`src/rtl/button_io_pkg.sv`:
```
// Shared register map, count width and read-fill constants for the button I/O block.
// Optional interrupt support is enabled by defining BUTTON_IO_IRQ_EN.
package button_io_pkg;

    typedef enum logic [3:0] {
        REG_LEVEL    = 4'd0,
        REG_PRESS    = 4'd1,
        REG_RELEASE  = 4'd2,
        REG_IRQ_MASK = 4'd3,
        REG_CHAN_SEL = 4'd4,
        REG_COUNT    = 4'd5
    } reg_offset_e;

    localparam int COUNT_WIDTH = 8;

    // Every bit of an unmapped read is driven to this value.
    localparam logic UNMAPPED_FILL = 1'b1;

    function automatic logic [COUNT_WIDTH-1:0] sat_inc(input logic [COUNT_WIDTH-1:0] value);
        return (value == {COUNT_WIDTH{1'b1}}) ? value : value + COUNT_WIDTH'(1);
    endfunction

endpackage

```
`src/rtl/button_debounce.sv`:
```
// One button channel: 2-flop synchroniser, stability counter, debounced level
// and single-cycle rise/fall pulses coincident with the level change.
module button_debounce
    import button_io_pkg::*;
#(
    parameter int DEBOUNCE_CYCLES = 50000
) (
    input  logic clk,
    input  logic rst,
    input  logic button_in,
    output logic level,
    output logic rise,
    output logic fall
);

    localparam int CNT_W = $clog2(DEBOUNCE_CYCLES + 1);
    localparam logic [CNT_W-1:0] CNT_LAST = CNT_W'(DEBOUNCE_CYCLES - 1);

    logic             sync1_q;
    logic             sync2_q;
    logic             level_q;
    logic             level_d;
    logic [CNT_W-1:0] cnt_q;
    logic [CNT_W-1:0] cnt_d;
    logic             flip;

    // The counter only advances while the synchronised input disagrees with the level.
    always_comb begin
        cnt_d   = '0;
        level_d = level_q;
        flip    = 1'b0;
        if (sync2_q != level_q) begin
            if (cnt_q == CNT_LAST) begin
                flip    = 1'b1;
                level_d = ~level_q;
            end else begin
                cnt_d = cnt_q + CNT_W'(1);
            end
        end
    end

    always_ff @(posedge clk or posedge rst) begin
        if (rst) begin
            sync1_q <= 1'b0;
            sync2_q <= 1'b0;
            level_q <= 1'b0;
            cnt_q   <= '0;
        end else begin
            sync1_q <= button_in;
            sync2_q <= sync1_q;
            level_q <= level_d;
            cnt_q   <= cnt_d;
        end
    end

    assign level = level_q;
    assign rise  = flip & ~level_q;
    assign fall  = flip & level_q;

endmodule

```
`src/rtl/button_io_mem.sv`:
```
// Memory-mapped debounced button block with press/release flags, per-channel
// press counters and an optional level interrupt (macro BUTTON_IO_IRQ_EN).
module button_io_mem
    import button_io_pkg::*;
#(
    parameter int DATA_WIDTH      = 16,
    parameter int ADDR_WIDTH      = 16,
    parameter int NUM_BUTTONS     = 8,
    parameter int DEBOUNCE_CYCLES = 50000
) (
    input  logic                   clk,
    input  logic                   rst,
    input  logic [DATA_WIDTH-1:0]  data,
    input  logic [ADDR_WIDTH-1:0]  addr,
    input  logic                   en,
    input  logic                   we,
    input  logic [NUM_BUTTONS-1:0] buttons,
    output logic [DATA_WIDTH-1:0]  q,
    output logic                   irq
);

    // One spare code above the last channel so out-of-range selects are retained.
    localparam int SEL_W = $clog2(NUM_BUTTONS + 1);

    logic [NUM_BUTTONS-1:0] level;
    logic [NUM_BUTTONS-1:0] rise;
    logic [NUM_BUTTONS-1:0] fall;

    logic [NUM_BUTTONS-1:0] press_q;
    logic [NUM_BUTTONS-1:0] press_d;
    logic [NUM_BUTTONS-1:0] release_q;
    logic [NUM_BUTTONS-1:0] release_d;
    logic [NUM_BUTTONS-1:0] irq_mask_q;
    logic [NUM_BUTTONS-1:0] irq_mask_d;
    logic [SEL_W-1:0]       chan_sel_q;
    logic [SEL_W-1:0]       chan_sel_d;
    logic [COUNT_WIDTH-1:0] count_q [NUM_BUTTONS];
    logic [COUNT_WIDTH-1:0] count_d [NUM_BUTTONS];
    logic [DATA_WIDTH-1:0]  q_q;
    logic [DATA_WIDTH-1:0]  q_d;
    logic                   irq_q;
    logic                   irq_d;

    logic [DATA_WIDTH-1:0]  rdata;
    logic [COUNT_WIDTH-1:0] sel_count;
    logic [3:0]             offset;
    logic                   rd;
    logic                   wr;
    logic                   unused_bits;

    assign offset      = addr[3:0];
    assign rd          = en & ~we;
    assign wr          = en & we;
    assign unused_bits = &{1'b0, addr, data};

    for (genvar i = 0; i < NUM_BUTTONS; i++) begin : g_chan
        button_debounce #(
            .DEBOUNCE_CYCLES(DEBOUNCE_CYCLES)
        ) u_debounce (
            .clk      (clk),
            .rst      (rst),
            .button_in(buttons[i]),
            .level    (level[i]),
            .rise     (rise[i]),
            .fall     (fall[i])
        );
    end

    always_comb begin
        sel_count = '0;
        for (int i = 0; i < NUM_BUTTONS; i++) begin
            if (chan_sel_q == SEL_W'(i)) sel_count = count_q[i];
        end

        rdata = {DATA_WIDTH{UNMAPPED_FILL}};
        case (offset)
            REG_LEVEL:    rdata = DATA_WIDTH'(level);
            REG_PRESS:    rdata = DATA_WIDTH'(press_q);
            REG_RELEASE:  rdata = DATA_WIDTH'(release_q);
            REG_IRQ_MASK: rdata = DATA_WIDTH'(irq_mask_q);
            REG_CHAN_SEL: rdata = DATA_WIDTH'(chan_sel_q);
            REG_COUNT:    rdata = DATA_WIDTH'(sel_count);
            default:      ;
        endcase
    end

    // Bus writes are applied first; same-cycle debounce events then override them.
    always_comb begin
        press_d    = press_q;
        release_d  = release_q;
        chan_sel_d = chan_sel_q;
        q_d        = q_q;
        for (int i = 0; i < NUM_BUTTONS; i++) count_d[i] = count_q[i];

        if (wr) begin
            case (offset)
                REG_PRESS:    press_d    = press_q & ~data[NUM_BUTTONS-1:0];
                REG_RELEASE:  release_d  = release_q & ~data[NUM_BUTTONS-1:0];
                REG_CHAN_SEL: chan_sel_d = data[SEL_W-1:0];
                REG_COUNT: begin
                    for (int i = 0; i < NUM_BUTTONS; i++) begin
                        if (chan_sel_q == SEL_W'(i)) count_d[i] = '0;
                    end
                end
                default: ;
            endcase
        end

        press_d   = press_d | rise;
        release_d = release_d | fall;
        for (int i = 0; i < NUM_BUTTONS; i++) begin
            if (rise[i]) count_d[i] = sat_inc(count_d[i]);
        end

        if (rd) q_d = rdata;
    end

`ifdef BUTTON_IO_IRQ_EN
    always_comb begin
        irq_mask_d = irq_mask_q;
        if (wr && offset == REG_IRQ_MASK) irq_mask_d = data[NUM_BUTTONS-1:0];
        irq_d = |(press_q & irq_mask_q);
    end
`else
    always_comb begin
        irq_mask_d = '0;
        irq_d      = 1'b0;
    end
`endif

    always_ff @(posedge clk or posedge rst) begin
        if (rst) begin
            press_q    <= '0;
            release_q  <= '0;
            irq_mask_q <= '0;
            chan_sel_q <= '0;
            q_q        <= '0;
            irq_q      <= 1'b0;
            for (int i = 0; i < NUM_BUTTONS; i++) count_q[i] <= '0;
        end else begin
            press_q    <= press_d;
            release_q  <= release_d;
            irq_mask_q <= irq_mask_d;
            chan_sel_q <= chan_sel_d;
            q_q        <= q_d;
            irq_q      <= irq_d;
            for (int i = 0; i < NUM_BUTTONS; i++) count_q[i] <= count_d[i];
        end
    end

    assign q   = q_q;
    assign irq = irq_q;

endmodule

```
`config.mk`:
```
export PLATFORM = sky130hd
export DESIGN_NAME = button_io_mem
export DESIGN_NICKNAME = d
export VERILOG_FILES = /design/src/rtl/button_io_pkg.sv /design/src/rtl/button_debounce.sv /design/src/rtl/button_io_mem.sv
export SDC_FILE = /design/constraint.sdc
export NUM_CORES = 1
export LEC_CHECK = 0
export BUFFER_PORTS_ARGS = -buffer_cell sky130_fd_sc_hd__buf_2
export CAP_MARGIN = 10
export CORE_ASPECT_RATIO = 1.1
export CORE_MARGIN = 5
export CORE_UTILIZATION = 45
export DETAILED_ROUTE_END_ITERATION = 8
export HOLD_SLACK_MARGIN = 0.15
export PLACE_DENSITY = 0.68
export SLEW_MARGIN = 20
export SYNTH_ARGS = -nofsm -noshare
export SYNTH_HDL_FRONTEND = slang
export SYNTH_SLANG_ARGS = --single-unit
```
`constraint.sdc`:
```
create_clock -name clk -period 10.6 [get_ports clk]
set_clock_uncertainty 0.05 [all_clocks]
set_input_delay 2.12 -clock clk [delete_from_list [all_inputs] [get_ports clk]]
set_output_delay 2.12 -clock clk [all_outputs]
set_load 0.02 [all_outputs]
```
==> summary.md, run 1 <==
| Metric | Value |
|---|---|
| Mapped Avg Cell Area | 9.90 sq um |
| Post-CTS resize count | 0 |
| Post-Synth Adder-Cell Area | 0.0159 |
| Initial Util | 0.454 |
| Htree depth | 1 |
| CTS root buffer | clkbuf_16 |
| Port bufs | 39 |
| Netlist cell types | 74 |
| Min Tclk post-route | 4.48 ns |
| DRC Markers | 0 |
| Synth Warn # | 0 |
| Layout cells sized above 1 | 0.116 |
| Min-delay src | g_chan[3].u_debounce.sync1_q |
| Top-Level Pins | 61 |
| Sequential share of power | 0.477 |
| Comb power frac | 0.081 |
| CP required | 10.95 ns |
| Max Cap Viol | 0 |
| Vias per cell | 5.68 |
| Leak Pwr | 6.00 nW |
| Post-route ant nets | 0 |
| Die Ht | 185 microns |
| First-pass GRT wire length | 45,800 microns |
| Clock group share of total power | 0.442 |
| Max Root-Sink Buffers | 3 |
| Pwr dens | 152 nW/um^2 |
| N_diodes | 0 |
| Final Slew Violations | 0 |
| Int Pwr | 1.60 mW |
| Hold-fix buffers, CTS | 0 |
| Vias in the first global route | 9,203 |
| Post-route insts no fill | 1,679 |
| Mapped Area | 12,600 sq um |
| Core Box Area | 27,700 sq um |
| DR iter-0 viols | 612 |
| Max Fanout on Critical Path | 13 |
| Mux share of post-synthesis cell area | 0.0410 |
| CP Class | in -> reg |
| Sequential share of the synthesized area | 0.487 |
| DIE AREA | 31,400 sq um |
| Chip width | 169 microns |
| Detail Placement HPWL | 19,500 microns |
| CP Launch Type | input pin |
| GRT Total Usage | 0.176 |
| Clock latency on the worst-skew pair | 0.52 ns |
| Total CTS buffers | 26 |
| Compound-Gate Fraction of Synth Area | 0.0774 |
| Crit path arrival time | 4.84 ns |
| Wire per inst | 16.5 microns |
| FF+latch count, synth | 245 |
| Register clock-pin slew on the reported worst setup and hold paths | 0.06 ns |
| Reg-to-Reg Start | chan_sel_q[2] |
| Total gr overflow | 0 |
| Pin count of the biggest net entering global routing | 125 |
| RSZ-0062 raised after global routing | no |
| Worst-Margin Slew | 0.880 ns |
| Setup bufs post-CTS | 0 |
| Synth Area in Simple Gates | 0.270 |
| Vias | 9,543 |
| Area of the multi-input gates | 6190 sq um |
| Mapped Cells | 1,271 |
| Placed cells | 1,632 |
| Pre-antenna DRT Iters | 5 |
| Final setup TNS | 0 ns |
| Peak supply drop | 0.000133 V |
| Sw Pwr | 0.516 mW |
| Part of the cycle the worst path needs | 0.423 |
| Initial antenna violation count | 0 |
| Main synth FF type | dfrtp_1 |
| Post-synth EDFFs | 0 |
| Post-Synth XOR/XNOR Area | 0.0870 |
| Syn Nets | 1,331 |
| Worst setup startpoint | addr[0] |
| Final WL | 27,700 microns |
| Final Hold Vio Count | 0 |
| HP Class | reg -> reg |
| Status | finished clean |
| Slew margin rel. | 0.413 |
| Final setup fails | 0 |
| Number of cell rows | 64 |
| Switching Fraction | 0.244 |
| Sink Count | 245 |
| Layout Nets | 1,357 |
| Area delta synth->final | 10.9% |
| Main combinational cell family by area after synthesis | simple AND/OR/NAND/NOR gates |
| Async S/R FF share, synth | 1.00 |
| Layout Utilization | 0.504 |
| CTS tree | yes |
| Register area | 6130 sq um |
| CP Capture Type | flop |
| Fill count | 2,547 |
| RD Place Congestion | 0.869 |
| Maximum clock rate | 0.223 GHz |
-- synthesized netlist by cell type (8+ instances only) --
cell      number  share of area
dfrtp_1      245           0.49
nor2_1       187          0.056
nand2_1      100          0.030
nand3_1       76          0.030
xor2_1        71          0.049
and3_1        63          0.031
xnor2_1       54          0.038
nor3_1        37          0.015
mux2_2        36          0.032
nand4_1       35          0.017
o21ai_0       26          0.010
clkbuf_1      25         0.0075
and2_1        24          0.012
a21oi_1       22         0.0087
nand2b_1      19         0.0094
nor2b_1       18         0.0089
and4_1        16          0.011
ha_1          16          0.016
a31oi_1       13         0.0065
nor4_1        13         0.0065
inv_1         11         0.0033
nor4bb_1      10         0.0080
buf_2          9         0.0036
buf_4          9         0.0054
nor4b_1        8         0.0056
-- state kept, by name, summed over array words and instances (netlist names) --
register and flops:
g_chan.u_debounce.sync1_q 8, chan_sel_q 4, g_chan.u_debounce.level 8, g_chan.u_debounce.cnt_q 128, release_q 8, q 9, count_q 64, g_chan.u_debounce.sync2_q 8
press_q 8
-- cells by family (layout without fill, tap and decap cells) --
kind of cell / after synthesis / in the layout
AOI/OAI and AO/OA: 138 / 138
muxes: 44 / 44
and+or+nand+nor: 643 / 643
other: 1 / 1
buffers and inverters: 59 / 104
adders and majority gates: 16 / 16
xor gates and xnor gates: 125 / 125
DFF: 245 / 245
-- final cells by class --
| type | count | share of cell area |
|---|---|---|
| Tap cell | 363 | 0.0325 |
| Multi-Input combinational cell | 967 | 0.443 |
| Timing Repair Buffer | 45 | 0.0172 |
| Clock buffer | 35 | 0.0541 |
| Sequential cell | 245 | 0.439 |
| Clock inverter | 12 | 0.00986 |
| Inverter | 12 | 0.00376 |
-- power by group through the flow --
stage / sequential (mW) / clock (mW) / combinational, mW
2_1_floorplan: 1.01 / 0 / 0.136
3_3_place_gp: 1.03 / 0 / 0.169
3_5_place_dp: 1.03 / 0 / 0.172
4_1_cts: 1.01 / 0.965 / 0.173
5_1_grt: 1.02 / 1.00 / 0.191
6_report: 1.01 / 0.937 / 0.171
-- cell usage in the layout (no fill, tap or decap), drive strengths merged, types with 7 or more instances in the layout --
master	netlist	final
a41oi	7	7
nand3	76	76
a21oi	23	23
nor3	39	39
and3	63	63
dfrtp	245	245
nor2b	18	18
clkbuf	25	35
mux2	40	40
xnor2	54	54
nand2b	19	19
nor2	187	187
a311oi	9	9
buf	22	45
and4bb	7	7
xor2	71	71
clkinv	0	8
a31oi	13	13
nor4bb	10	10
ha	16	16
nor4	16	16
nor4b	10	10
a211oi	7	7
o21ai	27	27
o221ai	7	7
nand4	37	37
and2	25	25
nand2	101	101
inv	12	12
and4	16	16
-- routing by layer --
layer / global-route usage / wire length (microns)
met1: 0.229 / 12300
met2: 0.300 / 13300
met3: 0.0265 / 1180
met4: 0.0625 / 897
met5: 0 / 0
-- final timing paths --
| check | slack (ns) | to | cells past startpoint |
|---|---|---|---|
| hold reg to reg | 0.30 | g_chan[3].u_debounce.sync2_q | 0 |
| setup reg to reg | 7.04 | count_q[1] | 8 |
| max in group asynchronous | 6.77 | g_chan[3].u_debounce.cnt_q[3] | 4 |
| min in group asynchronous | 1.70 | g_chan[2].u_debounce.cnt_q[11] | 2 |
| setup / recovery | 6.12 | count_q[9] | 10 |
| hold / removal | 0.30 | g_chan[3].u_debounce.sync2_q | 0 |
-- worst max-delay path, stage by stage --
cell and delay, ns:
buf_2 0.29, and4bb_1 0.50, nand2_2 0.17, or3_4 0.44
and2_1 0.19, ha_1 0.26, nand3_1 0.16, nor2_1 0.10
a21oi_2 0.23, mux2_2 0.36
-- metrics by stage --
stage / area (sq um) / setup WS, ns / hold slack (ns) / total power [mW]
2_1_floorplan: 12600 / 1.70 / 0.281 / 1.15
3_3_place_gp: 13100 / 5.67 / 0.285 / 1.20
3_5_place_dp: 13100 / 5.66 / 0.293 / 1.20
4_1_cts: 14000 / 6.19 / 0.308 / 2.15
5_1_grt: 14000 / 6.05 / 0.309 / 2.21
6_report: 14000 / 6.12 / 0.303 / 2.12
No activity file was read; power rests on OpenSTA's default activity.
==> run 2: changes to the inputs <==
--- a/config.mk
+++ b/config.mk
@@ -5,6 +5,7 @@
 export SDC_FILE = /design/constraint.sdc
 export NUM_CORES = 1
 export LEC_CHECK = 0
+export ABC_AREA = 1
 export BUFFER_PORTS_ARGS = -buffer_cell sky130_fd_sc_hd__buf_2
 export CAP_MARGIN = 10
 export CORE_ASPECT_RATIO = 1.1
@@ -12,7 +13,7 @@
 export CORE_UTILIZATION = 45
 export DETAILED_ROUTE_END_ITERATION = 8
 export HOLD_SLACK_MARGIN = 0.15
-export PLACE_DENSITY = 0.68
+export PLACE_DENSITY = 0.7
 export SLEW_MARGIN = 20
 export SYNTH_ARGS = -nofsm -noshare
 export SYNTH_HDL_FRONTEND = slang
==> constraint.sdc (replaced) <==
create_clock -name clk -period 4.1 [get_ports clk]
set_clock_uncertainty 0.05 [all_clocks]
set_input_delay 0.82 -clock clk [delete_from_list [all_inputs] [get_ports clk]]
set_output_delay 0.82 -clock clk [all_outputs]
set_load 0.02 [all_outputs]
==> summary.md, run 2 <==
| Metric | Value |
|---|---|
| Initial antenna violation count | 1 |
| Mapped Cells | 1,952 |
| GRT Total Usage | 0.191 |
| Maximum clock rate | 0.415 GHz |
| Family with the most delay on the worst path | simple AND/OR/NAND/NOR gates |
| Setup bufs post-CTS | 0 |
| Clock latency on the worst-skew pair | 0.55 ns |
| Final setup TNS | 0 ns |
| Part of the cycle the worst path needs | 0.587 |
| CP required | 4.47 ns |
| Chip width | 180 microns |
| Fill count | 3,050 |
| Top-Level Pins | 61 |
| Design Power | 5.72 mW |
| Critical path buffer and inverter count | 3 |
| Hold-fix buffers, CTS | 0 |
| Vias | 12,849 |
| First-pass GRT wire length | 58,000 microns |
| Total CTS buffers | 28 |
| Detail Placement HPWL | 24,900 microns |
| DIE AREA | 35,400 sq um |
| Post-route ant nets | 0 |
| Async S/R FF share, synth | 1.00 |
| Worst-Margin Slew | 0.906 ns |
| Layout cells sized above 1 | 0.0891 |
| Yosys top cell area share | 0.429 |
| Max Cap Viol | 0 |
| Area leader, netlist | dfrtp_1 |
| Most used cell, CP | nand2_1 |
| Status | finished clean |
| CP Launch Type | input pin |
| Reg2reg setup slack | 1.72 ns |
| Register clock-pin slew on the reported worst setup and hold paths | 0.06 ns |
| Netlist cell types | 42 |
| FF+latch count, synth | 245 |
| Sequential share of the synthesized area | 0.429 |
| Crit path arrival time | 2.78 ns |
| Min Tclk post-route | 2.41 ns |
| Min-delay src | g_chan[2].u_debounce.sync1_q |
| Hold Crit Endpoint | g_chan[2].u_debounce.sync2_q |
| Pre-antenna DRT Iters | 5 |
| HP Class | reg -> reg |
| Synth Warn # | 0 |
| CTS root buffer | clkbuf_16 |
| Commonest cells post-synth | nand2_1 (440), nor2_1 (348), dfrtp_1 (245), inv_1 (235), nand3_1 (186) |
| Die Ht | 197 microns |
| Htree depth | 1 |
| RSZ-0062 raised after global routing | no |
| Number of cell rows | 68 |
| Reg2Reg Capture Point | count_q[18] |
| CTS tree | yes |
| Sink Count | 245 |
| CP Capture Type | flop |
| Core Box Area | 31,400 sq um |
| Slew margin rel. | 0.395 |
| CP max stage delay | 0.29 ns |
| Commonest non-fill, non-tap cells in the layout | nand2_1 (440), nor2_1 (348), dfrtp_1 (245), inv_1 (234), nand3_1 (186) |
| Reg-to-Reg Start | chan_sel_q[1] |
| Mapped Avg Cell Area | 7.33 sq um |
| RD Place Congestion | 0.922 |
| Syn Nets | 2,012 |
| Area delta synth->final | 11.9% |
| Leak Pwr | 7.37 nW |
| Crit-path cells | buf_2 > inv_2 > nor2_4 > nand2_2 > nor2_8 > nand2_4 > nand2_1 > inv_1 > ha_1 > nand4_1 > nor2_1 > nand2_4 > nand2_1 > nand2_1 > nand2_1 |
| Pwr dens | 357 nW/um^2 |
| DR iter-0 viols | 1,001 |
| Vias in the first global route | 12,228 |
| Post-CTS resize count | 0 |
| Reg with most FFs | g_chan.u_debounce.cnt_q |
| Final setup fails | 0 |
| Wire per inst | 14.0 microns |
| Final Slew Violations | 0 |
| Max Fanout on Critical Path | 13 |
| Layout Nets | 2,071 |
| Pin count of the biggest net entering global routing | 81 |
| Max Root-Sink Buffers | 3 |
| Hold path depth | 0 |
| Final WL | 34,300 microns |
| Peak supply drop | 0.000321 V |
| Synth area leaders | dfrtp_1 (43%), nand2_1 (12%), nor2_1 (9.1%), nand3_1 (6.5%), inv_1 (6.2%) |
| Slowest CP cell | nor2_4 |
| CP Class | in -> reg |
| Post-synth EDFFs | 0 |
| CP Depth | 15 |
| Reg2Reg Depth | 13 |
| Port bufs | 39 |
| Vias per cell | 5.24 |
| Final Hold Vio Count | 0 |
| DRC Markers | 0 |
| Most common cell in the netlist | nand2_1 |
| Mapped Area | 14,300 sq um |
| Max reg flops | 128 |
| Initial Util | 0.456 |
| Main synth FF type | dfrtp_1 |
| Commonest non-fill, non-tap cell in the layout | nand2_1 |
| Total gr overflow | 0 |
[run 2: cell type report]
type / count / area (sq um) / area share
antenna: 1 / 2.50 / 0.000156
clock buffer: 41 / 851 / 0.0532
clock inverter: 9 / 149 / 0.00931
inverter: 246 / 927 / 0.0580
multi-input combinational: 1444 / 7130 / 0.445
sequential: 245 / 6130 / 0.383
tap: 420 / 526 / 0.0329
timing repair buffer: 46 / 285 / 0.0178
[run 2: per-stage QoR]
stage | setup WS, ns | cells | area [sq um] | util | hold WS [ns]
CTS | 1.73 | 2451 | 16000 | 0.509 | 0.299
finish | 1.69 | 2452 | 16000 | 0.510 | 0.296
floorplan | 0.0122 | 1952 | 14300 | - | 0.281
global placement | 1.20 | 2401 | 15000 | 0.478 | 0.284
detailed placement | 1.16 | 2401 | 15000 | 0.478 | 0.286
global route | 1.48 | 2452 | 16000 | 0.510 | 0.302
[run 2: where the power goes]
| group | internal (mW) | leakage (nW) | total [mW] | switching [mW] |
|---|---|---|---|---|
| Combinational | 0.144 | 3.66 | 0.475 | 0.331 |
| Clock | 1.68 | 0.496 | 2.67 | 0.991 |
| Sequential | 2.50 | 3.21 | 2.57 | 0.0704 |
| Total | 4.33 | 7.37 | 5.72 | 1.39 |
[run 2: worst max path at each step]
stage	startpoint	endpoint	slack (ns)
after floorplan	rst	chan_sel_q[0]	0.01
after global placement	addr[0]	count_q[59]	1.20
after detailed placement	addr[0]	count_q[57]	1.16
after CTS	addr[0]	count_q[58]	1.73
after global routing	chan_sel_q[1]	count_q[16]	1.48
final	addr[0]	count_q[59]	1.69
[run 2: kinds of logic after synthesis]
family                   share of synthesized area
multiplexers                               0.00315
XOR/XNOR                                    0.0306
adder cells (fa/ha/maj)                     0.0140
AO/OA/AOI/OAI                               0.0491
flip-flops                                   0.429
buffers and inverters                       0.0731
AND/OR/NAND/NOR                              0.401
other                                     0.000262
[run 2: layer usage]
layer / global-route usage / vias to the layer above / share of wire
met3: 0.0233 / 48 / 0.044
met2: 0.336 / 293 / 0.49
li1: - / 6453 / -
met5: 0 / - / 0
met1: 0.252 / 6055 / 0.45
met4: 0.0477 / 0 / 0.020
==> run 3: changes to the inputs <==
--- a/config.mk
+++ b/config.mk
@@ -5,7 +5,7 @@
 export SDC_FILE = /design/constraint.sdc
 export NUM_CORES = 1
 export LEC_CHECK = 0
-export ABC_AREA = 1
+export ABC_AREA = 0
 export BUFFER_PORTS_ARGS = -buffer_cell sky130_fd_sc_hd__buf_2
 export CAP_MARGIN = 10
 export CORE_ASPECT_RATIO = 1.1
@@ -13,7 +13,7 @@
 export CORE_UTILIZATION = 45
 export DETAILED_ROUTE_END_ITERATION = 8
 export HOLD_SLACK_MARGIN = 0.15
-export PLACE_DENSITY = 0.7
+export PLACE_DENSITY = 0.68
 export SLEW_MARGIN = 20
 export SYNTH_ARGS = -nofsm -noshare
 export SYNTH_HDL_FRONTEND = slang
==> constraint.sdc (replaced) <==
create_clock -name clk -period 2.4 [get_ports clk]
set_clock_uncertainty 0.05 [all_clocks]
set_input_delay 0.48 -clock clk [delete_from_list [all_inputs] [get_ports clk]]
set_output_delay 0.48 -clock clk [all_outputs]
set_load 0.02 [all_outputs]
==> summary.md, run 3 (synthesis gave the netlist of run 1 again) <==
| Metric | Value |
|---|---|
| Number of cell rows | 64 |
| Worst hold slack | 0.197 ns |
| Core Box Area | 27,700 sq um |
| Vias in the first global route | 10,088 |
| First-pass GRT wire length | 50,100 microns |
| Maximum clock rate | 0.408 GHz |
| Pin count of the biggest net entering global routing | 44 |
| CTS tree | yes |
| RSZ-0062 raised after global routing | yes |
| CTS root buffer | clkbuf_16 |
| Max Root-Sink Buffers | 3 |
| Failing checks | negative setup slack |
| Pre-antenna DRT Iters | 5 |
| Chip width | 169 microns |
| Sink Count | 245 |
| Htree depth | 1 |
| Placed cell areas | 14,100 sq um |
| DRC Markers | 0 |
| N_diodes | 0 |
| Port bufs | 39 |
| Final WL | 29,900 microns |
| CP Launch Type | flop |
| Total CTS buffers | 27 |
| Layout Nets | 1,474 |
| Status | finished, violations left |
| Leak Pwr | 6.67 nW |
| Max Cap Viol | 0 |
| DR iter-0 viols | 627 |
| Peak supply drop | 0.000714 V |
| Final instance area | 15,400 sq um |
| Reg with most FFs | g_chan.u_debounce.cnt_q |
| Post-route setup slack | -0.0509 ns |
| Slew margin rel. | 0.524 |
| Post-route insts no fill | 1,792 |
| Placed cells | 1,728 |
| Layout cells sized above 1 | 0.222 |
| Initial antenna violation count | 0 |
| Design Power | 9.82 mW |
| Max Fanout on Critical Path | 3 |
| Pwr dens | 639 nW/um^2 |
| Final Hold Vio Count | 0 |
| Min Tclk post-route | 2.45 ns |
| Register clock-pin slew on the reported worst setup and hold paths | 0.06 ns |
| Top-Level Pins | 61 |
| Vias | 10,040 |
| Final setup fails | 3 |
| GRT Total Usage | 0.191 |
| DIE AREA | 31,400 sq um |
| Total gr overflow | 0 |
| Initial Util | 0.454 |
| RD Place Congestion | 0.875 |
| Clock latency on the worst-skew pair | 0.53 ns |
| Final Slew Violations | 0 |
| Wire per inst | 16.7 microns |
| Detail Placement HPWL | 21,600 microns |
| Crit path arrival time | 2.81 ns |
| Commonest non-fill, non-tap cells in the layout | dfrtp_1 (243), nor2_1 (183), buf_4 (102), nand2_1 (96), xor2_1 (71) |
| Max reg flops | 128 |
| HP Class | in -> reg |
| CP Capture Type | flop |
| Post-route ant nets | 0 |
| Die Ht | 185 microns |
| Area delta synth->final | 22.2% |
| Worst-Margin Slew | 0.696 ns |
| Final setup TNS | -0.115 ns |
| Part of the cycle the worst path needs | 1.02 |
| CP required | 2.76 ns |
| Vias per cell | 5.60 |
| Commonest non-fill, non-tap cell in the layout | dfrtp_1 |
| CP Class | reg -> reg |
[run 3: worst max-delay path: stages (launching register included)]
cell	delay, ns
dfrtp_1	0.37
nand4b_1	0.26
or3_4	0.38
and2_4	0.16
ha_4	0.15
and4_4	0.14
and3_4	0.20
a311oi_4	0.29
mux2_4	0.33
[run 3: repair_timing]
item                                    4_1_cts  5_1_grt
gates resized for setup                      10       39
endpoints found under the setup margin       19       38
hold buffers                                  9        0
hold endpoints to repair                     22        0
pin swaps                                     4       15
buffers inserted                              5        6
[run 3: metal layers]
metal / track usage / vias up / part of all wire
li1: - / 4828 / -
met1: 0.251 / 4934 / 0.43
met2: 0.329 / 217 / 0.49
met3: 0.0258 / 61 / 0.046
met4: 0.0638 / 0 / 0.033
met5: 0 / - / 0
[run 3: path summary, 6_finish.rpt]
path | cells past startpoint | slack, ns | startpoint | endpoint
max in group asynchronous | 4 | 1.01 | rst | chan_sel_q[1]
min reg2reg | 0 | 0.29 | g_chan[2].u_debounce.sync1_q | g_chan[2].u_debounce.sync2_q
min in group asynchronous | 3 | 0.56 | rst | g_chan[5].u_debounce.cnt_q[7]
min | 2 | 0.20 | data[1] | chan_sel_q[1]
max | 8 | -0.05 | chan_sel_q[3] | count_q[1]
max reg2reg | 8 | -0.05 | chan_sel_q[3] | count_q[1]
[run 3: where the power goes]
| part | internal [mW] | switching (mW) |
|---|---|---|
| Sequential | 4.29 | 0.145 |
| Combinational | 0.432 | 0.575 |
| Clock | 2.78 | 1.61 |
[run 3: cell type report]
class / count / area (sq um)
Timing Repair Buffer: 161 / 1220
Fill cell: 2450 / 12300
Clock inverter: 9 / 199
Tap cell: 363 / 454
Sequential cell: 245 / 6130
Inverter: 12 / 48.8
Clock buffer: 35 / 736
Multi-Input combinational cell: 967 / 6590
[run 3: stage by stage]
step / utilization / setup slack (ns)
finish: 0.555 / -0.0509
global route: 0.555 / -0.0888
CTS: 0.547 / -0.0506
detailed placement: 0.507 / -0.294
global placement: 0.507 / -0.269
floorplan: - / -1.35
